$ cat config.mk
export PLATFORM = sky130hd
export DESIGN_NAME = tile_scan_sequencer
export DESIGN_NICKNAME = d
export VERILOG_FILES = /design/src/rtl/tile_scan_sequencer.sv
export SDC_FILE = /design/constraint.sdc
export NUM_CORES = 1
export LEC_CHECK = 0
export BUFFER_PORTS_ARGS = -buffer_cell sky130_fd_sc_hd__buf_2
export CORE_AREA = 8 8 66 68
export CTS_CLUSTER_SIZE = 28
export DETAILED_ROUTE_END_ITERATION = 7
export DIE_AREA = 0 0 74 76
export GPL_ROUTABILITY_DRIVEN = 0
export PLACE_DENSITY = 0.73
export SYNTH_ARGS = -nofsm -noshare
export SYNTH_HDL_FRONTEND = slang
export SYNTH_SLANG_ARGS = --single-unit
export TNS_END_PERCENT = 100
$ cat constraint.sdc
create_clock -name clk -period 3.6 [get_ports clk]
set_input_delay 0.18 -clock clk [delete_from_list [all_inputs] [get_ports clk]]
set_output_delay 0.18 -clock clk [all_outputs]
set_load 0.1 [all_outputs]
$ cat src/rtl/tile_scan_sequencer.sv
// Tile-grid scan sequencer: offers each tile's index/base address over valid/ready, waits for tile_done.
// Optional boustrophedon order (odd rows right-to-left) when TILE_SCAN_SERPENTINE_EN is defined.
module tile_scan_sequencer #(
    parameter int TILES_X    = 3,
    parameter int TILES_Y    = 3,
    parameter int ROW_STRIDE = 640,
    parameter int ADDR_W     = 11,
    parameter int IDX_W      = 4
) (
    input  logic              clk,
    input  logic              rst_n,
    input  logic              start,
    input  logic              abort,
    input  logic              tile_ready,
    input  logic              tile_done,
    output logic              tile_valid,
    output logic [IDX_W-1:0]  tile_idx,
    output logic [ADDR_W-1:0] tile_addr,
    output logic              busy,
    output logic              frame_done
);

    // state     | meaning
    // IDLE      | no frame in progress, waiting for start
    // ISSUE     | tile offered, waiting for tile_ready
    // WAIT_DONE | tile accepted, waiting for tile_done
    typedef enum logic [1:0] {IDLE, ISSUE, WAIT_DONE} state_t;

    localparam int COL_W = (TILES_X > 1) ? $clog2(TILES_X) : 1;
    localparam int ROW_W = (TILES_Y > 1) ? $clog2(TILES_Y) : 1;
    localparam logic [COL_W-1:0]  COL_MAX = COL_W'(TILES_X - 1);
    localparam logic [ROW_W-1:0]  ROW_MAX = ROW_W'(TILES_Y - 1);
    localparam logic [ADDR_W-1:0] STRIDE  = ADDR_W'(ROW_STRIDE);
    localparam logic [IDX_W-1:0]  IDX_ROW = IDX_W'(TILES_X);
`ifdef TILE_SCAN_SERPENTINE_EN
    localparam logic [COL_W-1:0]  LAST_COL = (TILES_Y % 2 == 0) ? '0 : COL_MAX;
`else
    localparam logic [COL_W-1:0]  LAST_COL = COL_MAX;
`endif

    state_t             state, state_nxt;
    logic [ROW_W-1:0]   row, row_nxt;
    logic [COL_W-1:0]   col, col_nxt;
    logic [ADDR_W-1:0]  row_base, row_base_nxt;
    logic [IDX_W-1:0]   idx_base, idx_base_nxt;
    logic               frame_done_nxt;
    logic               last_tile;

    assign last_tile = (row == ROW_MAX) && (col == LAST_COL);

    always_comb begin
        state_nxt      = state;
        row_nxt        = row;
        col_nxt        = col;
        row_base_nxt   = row_base;
        idx_base_nxt   = idx_base;
        frame_done_nxt = 1'b0;
        case (state)
            IDLE: begin
                if (start && !abort) begin
                    state_nxt    = ISSUE;
                    row_nxt      = '0;
                    col_nxt      = '0;
                    row_base_nxt = '0;
                    idx_base_nxt = '0;
                end
            end
            ISSUE: begin
                if (tile_ready) state_nxt = WAIT_DONE;
            end
            WAIT_DONE: begin
                if (tile_done) begin
                    if (last_tile) begin
                        state_nxt      = IDLE;
                        frame_done_nxt = 1'b1;
                        row_nxt        = '0;
                        col_nxt        = '0;
                        row_base_nxt   = '0;
                        idx_base_nxt   = '0;
                    end else begin
                        state_nxt = ISSUE;
`ifdef TILE_SCAN_SERPENTINE_EN
                        // Row change keeps col; the scan direction flips with row parity.
                        if (row[0]) begin
                            if (col == '0) begin
                                row_nxt      = row + 1'b1;
                                row_base_nxt = row_base + STRIDE;
                                idx_base_nxt = idx_base + IDX_ROW;
                            end else begin
                                col_nxt = col - 1'b1;
                            end
                        end else begin
                            if (col == COL_MAX) begin
                                row_nxt      = row + 1'b1;
                                row_base_nxt = row_base + STRIDE;
                                idx_base_nxt = idx_base + IDX_ROW;
                            end else begin
                                col_nxt = col + 1'b1;
                            end
                        end
`else
                        if (col == COL_MAX) begin
                            col_nxt      = '0;
                            row_nxt      = row + 1'b1;
                            row_base_nxt = row_base + STRIDE;
                            idx_base_nxt = idx_base + IDX_ROW;
                        end else begin
                            col_nxt = col + 1'b1;
                        end
`endif
                    end
                end
            end
            default: state_nxt = IDLE;
        endcase
        if (abort && state != IDLE) begin
            state_nxt      = IDLE;
            frame_done_nxt = 1'b0;
            row_nxt        = '0;
            col_nxt        = '0;
            row_base_nxt   = '0;
            idx_base_nxt   = '0;
        end
    end

    always_ff @(posedge clk or negedge rst_n) begin
        if (!rst_n) begin
            state      <= IDLE;
            row        <= '0;
            col        <= '0;
            row_base   <= '0;
            idx_base   <= '0;
            tile_valid <= 1'b0;
            tile_idx   <= '0;
            tile_addr  <= '0;
            busy       <= 1'b0;
            frame_done <= 1'b0;
        end else begin
            state      <= state_nxt;
            row        <= row_nxt;
            col        <= col_nxt;
            row_base   <= row_base_nxt;
            idx_base   <= idx_base_nxt;
            tile_valid <= (state_nxt == ISSUE);
            tile_idx   <= idx_base_nxt + IDX_W'(col_nxt);
            tile_addr  <= row_base_nxt + ADDR_W'(col_nxt);
            busy       <= (state_nxt != IDLE);
            frame_done <= frame_done_nxt;
        end
    end

endmodule

Yosys cells after proc, flatten, opt, wreduce, memory -nomap -nowiden
Index checks and enable logic that the tools add are counted.

Register bits after elaboration: 39. Logic and storage cells: 67. Output and inout bits: 18. Input port bits: 6.

Reductions and logical operators: 9. Add/subtract/negate cells: 6. Eq/ne operators: 8. Muxes and demuxes: 34.

Operators by type and width (number): $mux 11 (5); $mux 2 (14); $pmux 11 s2 (1); $mux 4 (5); $add 11x10->11 const B (1); $add 11x2->11 (1); $pmux 2 s2 (2); $pmux 4 s2 (1); $eq 2x2->1 const B (3); $ne 3x3->1 const B (2); $pmux 2 s3 (1); $mux 1 (5); $add 2x1->2 const B (2); $add 4x2->4 (1); $add 4x2->4 const B (1); $eq 2x1->1 const B (2); $ne 4x4->1 const B (1); $reduce_and 4->1 (1); $reduce_bool 2->1 (2); $logic_and 1x1->1 (3); $reduce_bool 3->1 (1); $logic_not 2->1 (1); $logic_not 1->1 (1).

Depth between registers and ports, before layout
Word-level depth: 7. Mapped depth: 13. Depth with buffers taken out: 11.

Worst setup path after synthesis
Ideal clock, no wire load.

Kind: register -> register. Start point: reg state[0]. End point: reg tile_addr[10]. Stages on the path, launching flop included: 12. Required time: 3.475 ns. Buffers on the path: 2. Setup time: 0.125 ns. Slack: 0.995 ns. Period minus slack after synthesis: 2.605 ns. Arrival: 2.480 ns. Cell sequence: dfrtp_1 clkbuf_1 nand3b_4 buf_2 nand2_1 a21oi_1 fa_1 nand3_1 nor3_1 and3_1 nand4_1 xnor2_1.

Cells in the longest elaborated chain, start to end: 4. Elaborated cells between the ends (all ways): 9. Those cells by class: 1 x add/sub; 1 x eq/ne; 4 x mux; 3 x reduce/logical.

RTL lines: start: declaration (line 41) `state_t state, state_nxt;`; start signal: assignment (line 139) `state <= state_nxt;`; $eq 2x2->1 (tied with other cells) (line 58) `case (state)`; $pmux 2 s2 / $logic_and 1x1->1 (equally long branches) (line 58, 116); $mux 2 (*) (line 116) `if (abort && state != IDLE) begin`; via col_nxt[1] (line 43) `logic [COL_W-1:0] col, col_nxt;`; $add 11x2->11 (*) (line 146) `tile_addr <= row_base_nxt + ADDR_W'(col_nxt);`; end signal: assignment (line 146); end: declaration (line 18) `output logic [ADDR_W-1:0] tile_addr,`.

The timed path passes the listed nets; every way through them passes the cells marked *. A chain may end at the register's enable or synchronous reset.

Worst setup path after layout
Start point: reg state[1]. End point: reg tile_addr[10].

Cells in the longest elaborated chain, start to end: 4. Elaborated cells between the ends (all ways): 9. Those cells by class: 1 x add/sub; 1 x eq/ne; 4 x mux; 3 x reduce/logical.

RTL lines: $eq 2x2->1 (tied with other cells) (line 58); $pmux 11 s2 / $logic_and 1x1->1 (equally long branches) (line 58, 116); $mux 11 (*) (line 116); via row_base_nxt[0] (line 44) `logic [ADDR_W-1:0] row_base, row_base_nxt;`; $add 11x2->11 (*) (line 146).

Marks and branches as above.

==> results.txt <==
endpoints failing setup: 0
Multi-input gate area: 799.5 um^2
Top FF cell, synth: dfrtp_1
diode count: 0
Hold Vio Cnt, Final: 0
ANT nets after route: 0
Area growth syn-to-layout: 10.87%
Synth Net Count: 179
ys async rst share: 100.0%
Sink Count: 39
grt ovf: 0
initial antenna violation count: 0
Worst EP required: 3.87 ns
Max Cap Viol: 0
core area: 3441 um^2
GRT Total Usage: 13.44%
WP buf/inv: 0
largest net degree at the start of global routing: 40
CP endpoint kind: register
Vias: 1,280
critical path peak fanout: 11
Worst EP arrival: 3.18 ns
Least-Margin Pin Slew: 0.8397 ns
peak supply drop: 0.2229 mV
drt total wl: 3331 um
PD cells: 364.9 nW/um^2
FF+latch area: 975.9 um^2
Post-DP HPWL: 2399 um
Initial DRC Count: 74
leading area contributor after synthesis: dfrtp_1
vias per cell: 5.401
status: finished clean
clock latency on the worst-skew pair: 0.35 ns
DRC: 0
Syn Area/Cell: 11.03 um^2
Clock Skew: 0.01174 ns
Syn. warnings: 0
Max Slew Vio Count: 0
Post-synth EDFFs: 0
Initial Util: 52.87%
Tcrit/Tclk final: 80.97%
post-CTS resize count: 0
die area: 5624 um^2
worst path cell trace: or4b_4 -> o311a_1 -> and2_1 -> ha_1 -> fa_1 -> nand3_1 -> nor3_1 -> and3_1 -> nand4_1 -> xnor2_1
drt wl/cell: 14.05 um
Final Instance Area: 2017 um^2
clock root cell: clkbuf_4
Critical Path Slowest Stage Cell: or4b_4
CTS Buf Count: 5
Row Count: 22
CTS tree: built
nets: 204
register area share after synthesis: 53.65%
Die Height: 76 um
H-tree depth: 2
Post-Syn Area: 1819 um^2
Rel. slew slack: 44.02%
crit path kind: reg2reg
startpoint types: register
Distinct cells, synth: 41
Worst R2R Setup Slack: 0.68 ns
IO Count: 24
CTS max path bufs: 2
clk slew on worst S/H paths: 0.10 ns
Placed Area: 1966 um^2
critical path's largest stage delay: 0.58 ns
most area-consuming cells after synthesis: dfrtp_1 54%, ha_1 4.1%, xnor2_1 3.4%
PortBufs: 23
layout cells sized above 1: 20.11%
TritonRoute pass-1 iters: 4
flop and latch count out of synthesis: 39
Die Width: 74 um
Syn Inst Count: 165
Hold WC Path Type: in2reg
f_max: 0.3430 GHz
post-layout minimum cycle time: 2.915 ns
fillcell total: 304
Leak: 1.017 nW
CP delay by family, top: simple AND/OR/NAND/NOR gates
vias in the first global route: 1,286
share of the synthesized area in the top cell type: 53.65%
Setup TNS: 0 ns
first-pass GRT wire length: 5892 um
RSZ-0062 raised after global routing: false
cell usage in the layout (no fill, tap or decap), drive strengths merged, types with 2 or more instances in the layout:
cell,n
a21oi,13
nor2,14
nor4,2
o21ai,12
nand3,4
fa,2
and2,7
dfrtp,39
nand3b,2
buf,23
or4,4
inv,4
nor2b,3
ha,6
nor3,5
nand2,9
nand2b,3
o22a,2
xor2,3
or3,2
or2,3
clkbuf,6
xnor2,7
or4b,2
cells in the mapped netlist, types with 4 or more instances:
cell type	number
buf_2	5
nand2_1	9
nor3_1	5
o21ai_0	10
dfrtp_1	39
xnor2_1	7
nand3_1	4
ha_1	6
a21oi_1	9
nor2_1	14
and2_1	7
inv_1	4
worst reg2reg max path, cell delays in order (launching register included):
cell and delay (ns):
dfrtp_1 0.52, or4b_4 0.58, o311a_1 0.25, and2_1 0.23, ha_1 0.21, fa_1 0.40
nand3_1 0.13, nor3_1 0.08, and3_1 0.20, nand4_1 0.11, xnor2_1 0.13
report_power, final:
part	internal [mW]	total [mW]	switching, mW
combinational	0.0195	0.0869	0.0675
sequential	0.445	0.452	0.00714
clock	0.0694	0.197	0.127
total	0.534	0.736	0.202
routing by layer:
| metal | vias up | global-route usage, % | part of all wire, % |
|---|---|---|---|
| met3 | 7 | 5.789 | 6.5 |
| met2 | 26 | 20.51 | 50 |
| met4 | 0 | 6.600 | 1.1 |
| li1 | 625 | - | - |
| met1 | 622 | 15.48 | 42 |
| met5 | - | 0 | 0 |
sequential cells by signal (all words and copies together), names as in the netlist:
signal and flops:
tile_addr 11, tile_idx 4, col 2, busy 1, row 2, frame_done 1, state 2, idx_base 4
row_base 11, tile_valid 1
worst paths after layout:
path,start,endpoint,cells after the start
hold reg to reg,row_base[0],row_base[0],1
max in group asynchronous,rst_n,row_base[8],2
setup reg to reg,state[1],tile_addr[10],10
hold / removal,abort,tile_valid,2
min in group asynchronous,rst_n,tile_idx[3],2
setup / recovery,state[1],tile_addr[10],10
area by class of cell:
| type | count | area share, % |
|---|---|---|
| Multi-Input combinational cell | 116 | 39.64 |
| Clock buffer | 6 | 2.047 |
| Timing Repair Buffer | 24 | 6.203 |
| Tap cell | 48 | 2.978 |
| Sequential cell | 39 | 48.39 |
| Inverter | 4 | 0.7444 |
logic make-up (layout without fill, tap and decap cells):
kind of cell | count (synthesis) | after routing | share of synthesized area [%]
AND/OR/NAND/NOR | 63 | 63 | 19.95
flip-flops | 39 | 39 | 53.65
AO/OA/AOI/OAI | 35 | 35 | 12.86
XOR/XNOR | 10 | 10 | 4.815
buffers and inverters | 10 | 34 | 2.406
adder cells (fa/ha/maj) | 8 | 8 | 6.327
metrics by stage:
stage	total power [mW]	util [%]	hold slack, ns	instances	worst slack (ns)
6_report	0.7360	58.62	0.09894	237	0.6850
5_1_grt	0.7735	58.62	0.1013	237	0.3394
4_1_cts	0.7450	58.62	0.08223	237	0.6767
3_5_place_dp	0.5478	57.13	0.3331	230	0.6930
3_3_place_gp	0.5461	57.13	0.3164	230	0.8024
2_1_floorplan	0.5247	-	-0.1156	165	0.9952
repair_timing:
action,in CTS,in global routing
hold buffers,1,0
hold endpoints to repair,39,0
buffers inserted,0,0
(Power assumes the default switching activity.)
